## config.mk

```make
export PLATFORM = sky130hd
export DESIGN_NAME = serial_pattern_tx
export DESIGN_NICKNAME = d
export VERILOG_FILES = /design/src/rtl/serial_tx_pkg.sv /design/src/rtl/tx_bit_counter.sv /design/src/rtl/serial_pattern_tx.sv
export SDC_FILE = /design/constraint.sdc
export NUM_CORES = 1
export LEC_CHECK = 0
export CAP_MARGIN = 15
export CORE_AREA = 2 2 44 46
export CTS_CLUSTER_DIAMETER = 80
export DETAILED_ROUTE_END_ITERATION = 12
export DIE_AREA = 0 0 46 48
export PLACE_DENSITY = 0.71
export SLEW_MARGIN = 20
export SYNTH_ARGS = -nofsm -noshare
export SYNTH_HDL_FRONTEND = slang
export SYNTH_SLANG_ARGS = --single-unit
export TNS_END_PERCENT = 50
```

## constraint.sdc

```tcl
create_clock -name clk -period 1.9 [get_ports clk]
set_clock_uncertainty 0.1 [all_clocks]
set_input_delay 0.38 -clock clk [delete_from_list [all_inputs] [get_ports clk]]
set_output_delay 0.38 -clock clk [all_outputs]
set_load 0.02 [all_outputs]
```

## src/rtl/serial_tx_pkg.sv

```systemverilog
// Shared types and constants for the serial pattern transmitter.
package serial_tx_pkg;

    typedef enum logic [1:0] {
        IDLE  = 2'b00,
        SHIFT = 2'b01,
        PAR   = 2'b10,
        DONE  = 2'b11
    } tx_state_t;

    // Level driven on x whenever no frame bit is being sent.
    localparam logic IDLE_X = 1'b0;

endpackage

```

## src/rtl/tx_bit_counter.sv

```systemverilog
// Saturating bit counter: clears on clr, counts on en, stops at maxval.
module tx_bit_counter #(
    parameter int WIDTH = 4
) (
    input  logic             clk,
    input  logic             reset,
    input  logic             clr,
    input  logic             en,
    input  logic [WIDTH-1:0] maxval,
    output logic [WIDTH-1:0] count,
    output logic             at_max
);

    logic [WIDTH-1:0] count_reg;
    logic [WIDTH-1:0] count_next;

    // Next count: clear has priority, increment only below the ceiling.
    always_comb begin
        count_next = count_reg;
        if (clr) begin
            count_next = '0;
        end else if (en && (count_reg != maxval)) begin
            count_next = count_reg + 1'b1;
        end
    end

    // Count register with asynchronous active-low clear.
    always_ff @(posedge clk or negedge reset) begin
        if (!reset) begin
            count_reg <= '0;
        end else begin
            count_reg <= count_next;
        end
    end

    assign count  = count_reg;
    assign at_max = (count_reg == maxval);

endmodule

```

## src/rtl/serial_pattern_tx.sv

```systemverilog
// Serial pattern transmitter: accepts a word over valid/ready and shifts it
// out one bit per clock on x, qualified by x_valid, with a done pulse after
// the last bit. Define SERIAL_TX_PARITY_EN to append an even parity bit.
module serial_pattern_tx
    import serial_tx_pkg::*;
#(
    parameter int SIZE      = 8,
    parameter int MSB_FIRST = 1
) (
    input  logic            clk,
    input  logic            reset,
    input  logic            load_valid,
    output logic            load_ready,
    input  logic [SIZE-1:0] load_data,
    input  logic            abort,
    output logic            x,
    output logic            x_valid,
    output logic            busy,
    output logic            done
);

    localparam int              CNT_W     = $clog2(SIZE + 1);
    localparam logic [CNT_W-1:0] MAX_COUNT = CNT_W'(SIZE - 1);
    // Bit position that is on x while shifting.
    localparam int              HEAD_IDX  = (MSB_FIRST != 0) ? SIZE - 1 : 0;

    tx_state_t        state_reg;
    tx_state_t        state_next;
    logic [SIZE-1:0]  shift_data_reg;
    logic [SIZE-1:0]  shift_data_next;
    logic [SIZE-1:0]  shifted_data;
    logic [CNT_W-1:0] bit_count;
    logic             bit_at_max;
    logic             accept;
    logic             shifting;
    logic             last_bit;

    assign accept   = (state_reg == IDLE) && load_valid;
    assign shifting = (state_reg == SHIFT);
    assign last_bit = (bit_count == MAX_COUNT);

    // Word moved one place toward the head; the vacated end fills with zero.
    genvar gi;
    generate
        for (gi = 0; gi < SIZE; gi++) begin : g_shift
            if (MSB_FIRST != 0) begin : g_msb
                if (gi == 0) begin : g_fill
                    assign shifted_data[gi] = 1'b0;
                end else begin : g_move
                    assign shifted_data[gi] = shift_data_reg[gi-1];
                end
            end else begin : g_lsb
                if (gi == SIZE - 1) begin : g_fill
                    assign shifted_data[gi] = 1'b0;
                end else begin : g_move
                    assign shifted_data[gi] = shift_data_reg[gi+1];
                end
            end
        end
    endgenerate

    // Bit index within the frame; cleared at every accept, held once at the ceiling.
    tx_bit_counter #(
        .WIDTH (CNT_W)
    ) u_bit_counter (
        .clk    (clk),
        .reset  (reset),
        .clr    (accept),
        .en     (shifting && !bit_at_max),
        .maxval (MAX_COUNT),
        .count  (bit_count),
        .at_max (bit_at_max)
    );

    // Shift register: capture at the handshake, advance once per SHIFT cycle.
    always_comb begin
        shift_data_next = shift_data_reg;
        if (accept) begin
            shift_data_next = load_data;
        end else if (shifting) begin
            shift_data_next = shifted_data;
        end
    end

    // Shift register storage.
    always_ff @(posedge clk or negedge reset) begin
        if (!reset) begin
            shift_data_reg <= '0;
        end else begin
            shift_data_reg <= shift_data_next;
        end
    end

`ifdef SERIAL_TX_PARITY_EN
    logic parity_reg;
    logic parity_next;

    // Even parity of the word as it was accepted.
    always_comb begin
        parity_next = parity_reg;
        if (accept) begin
            parity_next = ^load_data;
        end
    end

    // Parity bit storage.
    always_ff @(posedge clk or negedge reset) begin
        if (!reset) begin
            parity_reg <= 1'b0;
        end else begin
            parity_reg <= parity_next;
        end
    end
`endif

    // Next-state logic; a handshake beats abort in IDLE since abort only acts in SHIFT/PAR.
    always_comb begin
        state_next = state_reg;
        case (state_reg)
            IDLE: begin
                if (load_valid) begin
                    state_next = SHIFT;
                end
            end
            SHIFT: begin
                if (abort) begin
                    state_next = IDLE;
                end else if (last_bit) begin
`ifdef SERIAL_TX_PARITY_EN
                    state_next = PAR;
`else
                    state_next = DONE;
`endif
                end
            end
            PAR: begin
                if (abort) begin
                    state_next = IDLE;
                end else begin
                    state_next = DONE;
                end
            end
            DONE: begin
                state_next = IDLE;
            end
            default: begin
                state_next = IDLE;
            end
        endcase
    end

    // State register.
    always_ff @(posedge clk or negedge reset) begin
        if (!reset) begin
            state_reg <= IDLE;
        end else begin
            state_reg <= state_next;
        end
    end

    // Moore output decode from the current state and stored data.
    always_comb begin
        x          = IDLE_X;
        x_valid    = 1'b0;
        busy       = 1'b0;
        done       = 1'b0;
        load_ready = 1'b0;
        case (state_reg)
            IDLE: begin
                load_ready = 1'b1;
            end
            SHIFT: begin
                x       = shift_data_reg[HEAD_IDX];
                x_valid = 1'b1;
                busy    = 1'b1;
            end
            PAR: begin
`ifdef SERIAL_TX_PARITY_EN
                x       = parity_reg;
`else
                x       = IDLE_X;
`endif
                x_valid = 1'b1;
                busy    = 1'b1;
            end
            DONE: begin
                done = 1'b1;
            end
            default: begin
                x = IDLE_X;
            end
        endcase
    end

endmodule

```

==> impl_results.md <==
- Run status: finished clean
- First-pass GRT wire length: 2.42 mm
- Slew HR: 0.817
- Dpl cell area: 952 sq um
- Sum Neg Setup Slack: 0 ns
- Std-Cell Rows: 15
- # H-tree levels: 1
- Die Y: 48 microns
- Peak supply drop: 0.000712 V
- Leak: 0.456 nW
- First-pass iteration count of the detailed router: 4
- Yosys reg bits: 14
- Share of layout cells above drive strength 1: 0.177
- Crit path kind: reg -> out
- Syn Std Cell Area: 753 sq um
- Vias in the first global route: 579
- Hold Path Class: in -> async
- Die W: 46 microns
- Pwr Density: 1590 mW/mm^2
- Reg area: 350 sq um
- RSZ-0062 raised after global routing: no
- CTS tree: built
- Largest net degree at the start of global routing: 15
- Routed wire length: 1.48 mm
- Initial Utilization: 0.446
- Tot Pwr: 1.59 mW
- Final net count: 113
- Worst-path clk slew: 0.09 ns
- Max FFs per register: 8
- Remaining antenna violation count: 0
- Grt ovf: 0
- Syn Inst Count: 74
- Min Tclk post-route: 1.82 ns
- Final cycle utilization of the critical path: 0.957
- Fin area: 996 sq um
- Max-slew violations: 0
- GPL Wtd Cong: 0.812
- I/O pin cnt: 17
- Hold WS: 0.303 ns
- Setup crit end kind: primary output
- Worst reg-to-reg path cell count: 6
- Avg Cell Area, Syn: 10.2 sq um
- Unique cell type count in the Yosys netlist: 28
- Die ar.: 0.00221 sq mm
- CP startpoint kind: flop
- DRC viols: 0
- Via count: 616
- CP arrival: 1.34 ns
- Multi-input gate area: 377 sq um
- Fmax: 0.550 GHz
- Number of max-cap violations: 0
- Worst slew pin tran: 0.271 ns
- Port Buf Inserts: 16
- Area of the core: 0.00169 sq mm
- Crit path max fanout: 4
- Layout area overhead: 32.2%
- Detailed placement HPWL: 1.12 mm
- Wire per inst: 13.1 microns
- Clk_lat worst skew: 0.28 ns
- Core Util, Final: 0.590
- Syn_nets: 90
- Initial antenna violation count: 0
- DRT iter0 DRCs: 2
- Setup bufs post-CTS: 0
- Sequential area share after synthesis: 0.465
- Max Root-Sink Buffers: 2
- # fillers: 154
- Vias per inst: 5.45
- Setup Viol. Count Final: 0
- Synthesis Warnings: 0
- Critical Path RT: 1.42 ns
- Antenna diodes: 0
- Global Route Usage Sum: 0.154
- CTS buffer count: 3
- Final hold vios: 0
- Clock Sinks: 14
- Clk root buf: clkbuf_4
-- worst max-delay path: stages, from the launching register on --
cell and delay (ns):
dfrtp_1 0.39, inv_1 0.11, ha_4 0.30, clkdlybuf4s15_2 0.26
-- power by group --
part	internal [mW]	switching [mW]
combinational	0.406	0.448
sequential	0.433	0.0848
clock	0.117	0.0977
-- logic make-up after synthesis --
family / synth area share
adder cells (fa/ha/maj): 0.0664
AND/OR/NAND/NOR: 0.151
flip-flops: 0.465
multiplexers: 0.0930
AO/OA/AOI/OAI: 0.173
buffers and inverters: 0.0515
-- cell type report --
cell class,count,area share
repair buffers,21,0.193
multi-input cells,52,0.378
clock buffers,4,0.0364
flip-flops and latches,14,0.352
inverters,5,0.0188
well taps,17,0.0214
-- cells in the mapped netlist, drive strengths merged --
library cell	count	share of area
o22ai	1	0.0083
nand2b	2	0.017
nand2	1	0.0050
o221ai	1	0.012
nand3	3	0.020
and3	1	0.0083
a311oi	2	0.023
inv	5	0.025
o41ai	1	0.012
nand3b	1	0.010
or3	1	0.0083
a41o	1	0.013
ha	4	0.066
and3b	1	0.017
buf	3	0.027
nand4	1	0.0083
o21ai	2	0.013
a21oi	9	0.060
o211ai	1	0.010
and2	2	0.018
mux2i	7	0.093
nor2	8	0.040
dfrtp	14	0.47
a211oi	1	0.010
a31o	1	0.012
-- cell usage in the layout (no fill, tap or decap), drive strengths merged --
cell and n:
a311oi 2, inv 5, o221ai 1, clkbuf 5
a211oi 1, dfrtp 14, o22ai 1, dlygate4sd2 2
nand2 1, clkdlybuf4s15 2, o21ai 2, a21oi 9
and3 1, and2 2, and3b 1, nor2 8
nand3b 1, clkdlybuf4s50 11, nand3 3, o211ai 1
a41o 1, mux2i 7, a31o 1, nand4 1
ha 4, or3 1, o41ai 1, nand2b 2
buf 5
-- layer usage --
| metal | vias up | GRT usage | wire (microns) |
|---|---|---|---|
| li1 | 314 | - | - |
| met1 | 287 | 0.203 | 667 |
| met2 | 15 | 0.239 | 755 |
| met3 | 0 | 0.0340 | 54 |
| met4 | 0 | 0.0743 | 0 |
| met5 | - | 0 | 0 |
-- path summary, 6_finish.rpt --
| kind | start | to | slack (ns) |
|---|---|---|---|
| setup / recovery | state_reg[1] | busy | 0.08 |
| hold / removal | reset | u_bit_counter.count[1] | 0.30 |
| setup reg to reg | state_reg[1] | u_bit_counter.count[0] | 0.18 |
| hold reg to reg | shift_data_reg[0] | shift_data_reg[0] | 0.43 |
| max in group asynchronous | reset | shift_data_reg[6] | 1.22 |
| min in group clk | shift_data_reg[0] | shift_data_reg[0] | 0.43 |
-- stage by stage --
step | setup WS, ns | std cells
6_report | 0.0826 | 113
3_3_place_gp | 0.0418 | 109
3_5_place_dp | -0.00561 | 109
2_1_floorplan | 0.277 | 74
5_1_grt | 0.0153 | 113
4_1_cts | 0.0172 | 113
-- timing repair --
action                                  4_1_cts  5_1_grt
endpoints found under the setup margin        5        3
hold buffers                                  0        0
gates cloned                                  0        0
resized for setup                            10        2
pin swaps                                     0        0
Power figures use the tool's default switching activity.
